==> src/rtl/controller_fsm_v2.sv <==
// SimpleCPU second-generation control unit: fetch/decode/execute sequencing with
// instruction/data memory handshakes, relative branches and sticky HALT/ERROR.
module controller_fsm_v2 #(
  parameter int IW  = 16,
  parameter int OPW = 4,
  parameter int RAW = 4,
  parameter int DAW = 8
) (
  input  logic           clk,
  input  logic           rst,
  input  logic [IW-1:0]  instruction,
  input  logic           I_ready,
  input  logic           D_ready,
  input  logic           RF_Rp_zero,
  output logic           PC_clr,
  output logic           PC_inc,
  output logic           PC_ld,
  output logic [DAW-1:0] PC_offset,
  output logic           I_rd,
  output logic           IR_ld,
  output logic [DAW-1:0] D_addr,
  output logic           D_rd,
  output logic           D_wr,
  output logic [1:0]     RF_s,
  output logic [DAW-1:0] RF_W_data,
  output logic [RAW-1:0] RF_W_addr,
  output logic           RF_W_wr,
  output logic [RAW-1:0] RF_Rp_addr,
  output logic           RF_Rp_rd,
  output logic [RAW-1:0] RF_Rq_addr,
  output logic           RF_Rq_rd,
  output logic [1:0]     alu_s,
  output logic           halted,
  output logic           error
);

  if (IW < OPW + 3*RAW || IW < OPW + RAW + DAW) begin : g_bad_params
    $error("controller_fsm_v2: instruction too narrow for its fields");
  end

  typedef enum logic [3:0] {
    INIT, FETCH, DECODE, LOAD, STORE, ADD, LOADC, SUB, JMPZ, JMPT, HALT, ERROR
  } state_t;

  typedef struct packed {
    logic           pc_clr;
    logic           pc_ld;
    logic           i_rd;
    logic           d_rd;
    logic           d_wr;
    logic           w_wr;
    logic           rp_rd;
    logic           rq_rd;
    logic           halted;
    logic           error;
    logic [1:0]     rf_s;
    logic [1:0]     alu_s;
    logic [DAW-1:0] pc_offset;
    logic [DAW-1:0] d_addr;
    logic [DAW-1:0] w_data;
    logic [RAW-1:0] w_addr;
    logic [RAW-1:0] rp_addr;
    logic [RAW-1:0] rq_addr;
  } ctl_t;

  localparam logic [OPW-1:0] OP_LOAD  = OPW'(0);
  localparam logic [OPW-1:0] OP_STORE = OPW'(1);
  localparam logic [OPW-1:0] OP_ADD   = OPW'(2);
  localparam logic [OPW-1:0] OP_LOADC = OPW'(3);
  localparam logic [OPW-1:0] OP_SUB   = OPW'(4);
  localparam logic [OPW-1:0] OP_JMPZ  = OPW'(5);
  localparam logic [OPW-1:0] OP_HALT  = {OPW{1'b1}};

  logic [OPW-1:0] opcode;
  logic [RAW-1:0] ra, rb, rc;
  logic [DAW-1:0] imm;

  assign opcode = instruction[IW-1 -: OPW];
  assign ra     = instruction[IW-OPW-1 -: RAW];
  assign rb     = instruction[2*RAW-1:RAW];
  assign rc     = instruction[RAW-1:0];
  assign imm    = instruction[DAW-1:0];

  state_t state, state_n;
  ctl_t   ctl, ctl_n;

  // Next state, plus the outputs of that next state so they can be registered.
  always_comb begin
    state_n = state;
    case (state)
      INIT:   state_n = FETCH;
      FETCH:  if (I_ready) state_n = DECODE;
      DECODE: begin
        case (opcode)
          OP_LOAD:  state_n = LOAD;
          OP_STORE: state_n = STORE;
          OP_ADD:   state_n = ADD;
          OP_LOADC: state_n = LOADC;
          OP_SUB:   state_n = SUB;
          OP_JMPZ:  state_n = JMPZ;
          OP_HALT:  state_n = HALT;
          default:  state_n = ERROR;
        endcase
      end
      LOAD, STORE:           if (D_ready) state_n = FETCH;
      ADD, SUB, LOADC, JMPT: state_n = FETCH;
      JMPZ:                  state_n = RF_Rp_zero ? JMPT : FETCH;
      HALT:                  state_n = HALT;
      ERROR:                 state_n = ERROR;
      default:               state_n = ERROR;
    endcase

    ctl_n = '0;
    case (state_n)
      INIT:  ctl_n.pc_clr = 1'b1;
      FETCH: ctl_n.i_rd   = 1'b1;
      LOAD: begin
        ctl_n.d_addr = imm;
        ctl_n.d_rd   = 1'b1;
        ctl_n.rf_s   = 2'd1;
        ctl_n.w_addr = ra;
      end
      STORE: begin
        ctl_n.d_addr  = imm;
        ctl_n.d_wr    = 1'b1;
        ctl_n.rp_addr = ra;
        ctl_n.rp_rd   = 1'b1;
      end
      ADD, SUB: begin
        ctl_n.rp_addr = rb;
        ctl_n.rq_addr = rc;
        ctl_n.rp_rd   = 1'b1;
        ctl_n.rq_rd   = 1'b1;
        ctl_n.w_addr  = ra;
        ctl_n.w_wr    = 1'b1;
        ctl_n.alu_s   = (state_n == SUB) ? 2'd2 : 2'd1;
      end
      LOADC: begin
        ctl_n.rf_s   = 2'd2;
        ctl_n.w_data = imm;
        ctl_n.w_addr = ra;
        ctl_n.w_wr   = 1'b1;
      end
      JMPZ: begin
        ctl_n.rp_addr = ra;
        ctl_n.rp_rd   = 1'b1;
      end
      JMPT: begin
        ctl_n.pc_ld     = 1'b1;
        ctl_n.pc_offset = imm;
      end
      HALT:    ctl_n.halted = 1'b1;
      ERROR:   ctl_n.error  = 1'b1;
      default: ;
    endcase
  end

  always_ff @(posedge clk or negedge rst) begin
    if (!rst) begin
      state      <= INIT;
      ctl        <= '0;
      ctl.pc_clr <= 1'b1;
    end else begin
      state <= state_n;
      ctl   <= ctl_n;
    end
  end

  // Handshake-qualified strobes must follow the ready inputs in the same cycle.
  assign PC_inc     = ctl.i_rd & I_ready;
  assign IR_ld      = ctl.i_rd & I_ready;
  assign RF_W_wr    = ctl.w_wr | (ctl.d_rd & D_ready);

  assign PC_clr     = ctl.pc_clr;
  assign PC_ld      = ctl.pc_ld;
  assign PC_offset  = ctl.pc_offset;
  assign I_rd       = ctl.i_rd;
  assign D_addr     = ctl.d_addr;
  assign D_rd       = ctl.d_rd;
  assign D_wr       = ctl.d_wr;
  assign RF_s       = ctl.rf_s;
  assign RF_W_data  = ctl.w_data;
  assign RF_W_addr  = ctl.w_addr;
  assign RF_Rp_addr = ctl.rp_addr;
  assign RF_Rp_rd   = ctl.rp_rd;
  assign RF_Rq_addr = ctl.rq_addr;
  assign RF_Rq_rd   = ctl.rq_rd;
  assign alu_s      = ctl.alu_s;
  assign halted     = ctl.halted;
  assign error      = ctl.error;

endmodule

==> config.mk <==
export PLATFORM = sky130hd
export DESIGN_NAME = controller_fsm_v2
export DESIGN_NICKNAME = d
export VERILOG_FILES = /design/src/rtl/controller_fsm_v2.sv
export SDC_FILE = /design/constraint.sdc
export NUM_CORES = 1
export LEC_CHECK = 0
export ABC_CLOCK_PERIOD_IN_PS = 2500
export CELL_PAD_IN_SITES_DETAIL_PLACEMENT = 0
export CELL_PAD_IN_SITES_GLOBAL_PLACEMENT = 2
export CORE_ASPECT_RATIO = 1.2
export CORE_MARGIN = 2
export CORE_UTILIZATION = 29
export DETAILED_ROUTE_END_ITERATION = 10
export GPL_TIMING_DRIVEN = 0
export HOLD_SLACK_MARGIN = 0.08
export PLACE_DENSITY = 0.91
export SLEW_MARGIN = 25
export SYNTH_ARGS = -nofsm -noshare
export SYNTH_HDL_FRONTEND = slang
export SYNTH_SLANG_ARGS = --single-unit
export TNS_END_PERCENT = 50
==> constraint.sdc <==
create_clock -name clk -period 2.5 [get_ports clk]
set_clock_uncertainty 0.15 [all_clocks]
set_input_delay 0.375 -clock clk [delete_from_list [all_inputs] [get_ports clk]]
set_output_delay 0.375 -clock clk [all_outputs]
set_load 0.01 [all_outputs]
==> parameters.txt <==
Parameter                              Value

Detailed routing
  Number of search-and-repair iterations in the first detailed-routing pass ... 4
  Post-detailed-route wirelength per cell ... 12.5 µm
  Wire length reported by the detailed router ... between 4000 and 5000 µm
  DRC violations left ... 0
  Via count ... 1626
  Average via count per standard cell ... 4.20
  DRC marker count from the first detailed-route iteration ... 32
  Post-detailed-route count of antenna-violating nets ... 0

Final layout
  Storage cell area ... 1360 µm²
  Total number of nets in the final design ... about 320
  Utilization of the core after routing ... 0.440
  Layout cell share with drive strength beyond 1 ... 0.281
  Number of cells in the finished layout apart from fillers ... 387
  Area of the multi-input gates ... approximately 600 µm²
  Fill cell instance count of the final layout ... 730
  Area growth syn-to-layout ... 46.5%
  Count of antenna diodes in the layout ... 0
  Leading cell types in the layout, fill and taps excluded ... sky130_fd_sc_hd__clkdlybuf4s50_1 (71), sky130_fd_sc_hd__buf_4 (55), sky130_fd_sc_hd__dfrtp_1 (50)
  Commonest non-fill, non-tap cell in the layout ... sky130_fd_sc_hd__clkdlybuf4s50_1

Floorplanning
  Total I/O pin count ... between 70 and 80
  Die outline width ... 85.6 µm
  Die outline area ... roughly 8700 µm²
  Area of the core ... 7710 µm²
  Initial core utilization ... 0.300
  Vertical die dimension ... roughly 100 µm
  Number of core rows ... 35

Synthesis
  Number of warnings printed during yosys synthesis ... 0
  Synthesis-stage register bit count ... 54
  Share of flip-flops with an asynchronous set or reset after synthesis ... 1.00
  Dominant cell type by area after synthesis ... sky130_fd_sc_hd__dfrtp_1
  Number of enable flip-flop cells after synthesis ... 0
  Mean post-synth cell area ... between 10 and 15 µm²
  Synth cell types ... 36
  Cell count after synthesis ... 200
  Primary flip-flop cell chosen by synthesis mapping ... sky130_fd_sc_hd__dfrtp_1
  Share of the yosys chip area belonging to registers ... 0.584
  Mapped Area ... 2310 µm²
  Area contributors post-synth ... sky130_fd_sc_hd__dfrtp_1 (57%), sky130_fd_sc_hd__buf_4 (13%), sky130_fd_sc_hd__and2_1 (4.6%), sky130_fd_sc_hd__a21boi_1 (3.6%), sky130_fd_sc_hd__nand3_1 (2.2%)
  Proportion of netlist area held by the largest area contributor ... 0.573
  Mapped Nets ... approximately 220

Flow run
  Reported max-cap violation count ... 0

Timing
  Actual transition at the worst max-transition pin ... ~0.85 ns
  Worst slew margin relative to its limit ... 0.429
  Crit path time final ... 2.41 ns
  RSZ-0062 raised after global routing ... true
  Final worst path period share ... 0.963
  Final setup violation count ... 0
  Max-slew violation count ... 0
  Highest attainable clock frequency ... 415 MHz
  Min Hold Slack ... around 0.42 ns
  Total negative slack ... 0 ns
  Number of hold-slack violations in the final timing report ... 0

Setup path
  Startpoint kind of the worst setup timing path ... flop
  Cells traversed along the worst timing path ... or3b_4 > or4_1 > and3_4 > buf_6 > clkinv_8 > nand4_4 > buf_6 > a21boi_2
  Arr. time, crit path ... 2.48 ns
  Critical Path Sink Type ... flop
  Crit-path leading delay family ... simple AND/OR/NAND/NOR gates
  WS Path Type ... flop to flop
  Maximum net fanout on the critical path ... 7
  Crit-path slowest cell ... sky130_fd_sc_hd__or4_1
  Data required time at the worst endpoint ... 2.57 ns
  Crit-path max cell delay ... 0.52 ns
  Number of buffers and inverters on the critical path ... 3
  Cell with the most instances on the worst path ... sky130_fd_sc_hd__buf_6

Place
  Placed instance count ... 364
  HPWL after detailed placement ... 3460 µm
  IO buf count ... 72
  Final weighted congestion in routability-driven placement ... ~0.7

Clocking
  Clock transition at the registers of the reported paths ... 0.09 ns
  Clock Latency Late Sink ... 0.29 ns
  Total clock buffers created by CTS ... 5
  Master cell of the clock root buffer ... sky130_fd_sc_hd__clkbuf_8
  CTS tree ... done
  Clk sink count ... 54
  Buffers from clock root to sink, at most ... 2
  Number of H-tree levels ... 2

Pwr
  Leakage power total ... about 1.7 nW
  Largest voltage drop on the vdd net ... 0.421 mV
  Areal power density over the cells ... roughly 900 nW/µm²

Status
  Outcome ... finished clean

Global route
  Number of antenna violations at the first check in global routing ... 0
  Gr usage total ... 0.112
  Global-route wire length before repair ... ~7300 µm
  Number of global-route vias before repair ... 1499
  Overflow left after global routing ... 0
  Pin count of the biggest net entering global routing ... 55

Hold path
  Worst hold-check path type ... flop to flop
==> worst register-to-register path: cells and delay by family, from the launching register on <==
family,cells,cell delay [ns]
compound gates,1,0.13
simple gates,4,1.24
flops,1,0.44
buf+inv,3,0.39
==> what timing repair did <==
action | in CTS | in global routing
resized for setup | 1 | 11
hold buffers | 1 | 0
setup endpoints to repair | 9 | 27
hold endpoints to repair | 53 | 0
buffers inserted | 2 | 12
cloned | 0 | 0
pin swaps | 1 | 0
==> cell type report <==
class,instances,area share
multi-input combinational,90,0.178
tap,92,0.0339
clock buffer,7,0.0255
sequential,54,0.400
clock inverter,1,0.00148
timing repair buffer,87,0.247
buffer,45,0.0982
inverter,11,0.0159
==> synthesized netlist by cell type, drive strengths merged (2+ instances only) <==
master and instances:
dfrtp 53, buf 42, and2 17, a21boi 12
inv 10, nand2 10, nand3 10, and3 5
nor2 5, nor3 4, nor4 4, o21ai 4
a31oi 3, clkbuf 3, nor3b 2
==> worst paths after layout <==
path,start,endpoint,slack [ns],cells past startpoint
min in group asynchronous,rst,PC_ld,0.50,2
max in group asynchronous,rst,state[1],1.22,2
setup reg to reg,state[0],D_addr[5],0.09,8
hold reg to reg,state[2],PC_ld,0.42,1
setup / recovery,state[0],D_addr[5],0.09,8
hold / removal,state[2],PC_ld,0.42,1
==> registers in the layout, indices dropped and copies added, names as in the netlist <==
name	cells
D_addr	8
RF_Rp_addr	4
RF_Rq_rd	1
ctl	1
RF_Rq_addr	4
D_rd	1
I_rd	1
error	1
RF_s	2
D_wr	1
RF_W_data	8
alu_s	2
RF_Rp_rd	1
PC_clr	1
PC_ld	1
halted	1
state	4
PC_offset	8
RF_W_addr	4
==> power by group <==
part           switching, mW  internal, mW  total [mW]
Clock                  0.257         0.224       0.481
Combinational          0.624         0.760        1.38
Sequential            0.0659          1.04        1.10
==> routing by layer <==
| layer | share of wire | global-route usage | vias to the layer above |
|---|---|---|---|
| met5 | 0 | 0 | - |
| met4 | 0.014 | 0.0476 | 0 |
| met3 | 0.039 | 0.0234 | 4 |
| met2 | 0.53 | 0.199 | 49 |
| met1 | 0.42 | 0.132 | 768 |
| li1 | - | - | 805 |
==> through the flow <==
| step | total power, mW | setup WS (ns) | cell area (µm²) |
|---|---|---|---|
| floorplan | 1.80 | 0.280 | 2310 |
| global placement | 2.28 | -0.605 | 3150 |
| detailed placement | 2.30 | -0.323 | 3150 |
| CTS | 2.78 | 0.00476 | 3270 |
| global route | 3.16 | -0.0281 | 3390 |
| finish | 2.97 | 0.0932 | 3390 |
==> cell families after synthesis <==
logic type             Yosys count  synth area share
AOI/OAI and AO/OA               24            0.0784
DFF                             54             0.584
and+or+nand+nor                 65             0.170
other                            1           0.00162
buffers and inverters           56             0.166
(Power assumes the default switching activity.)
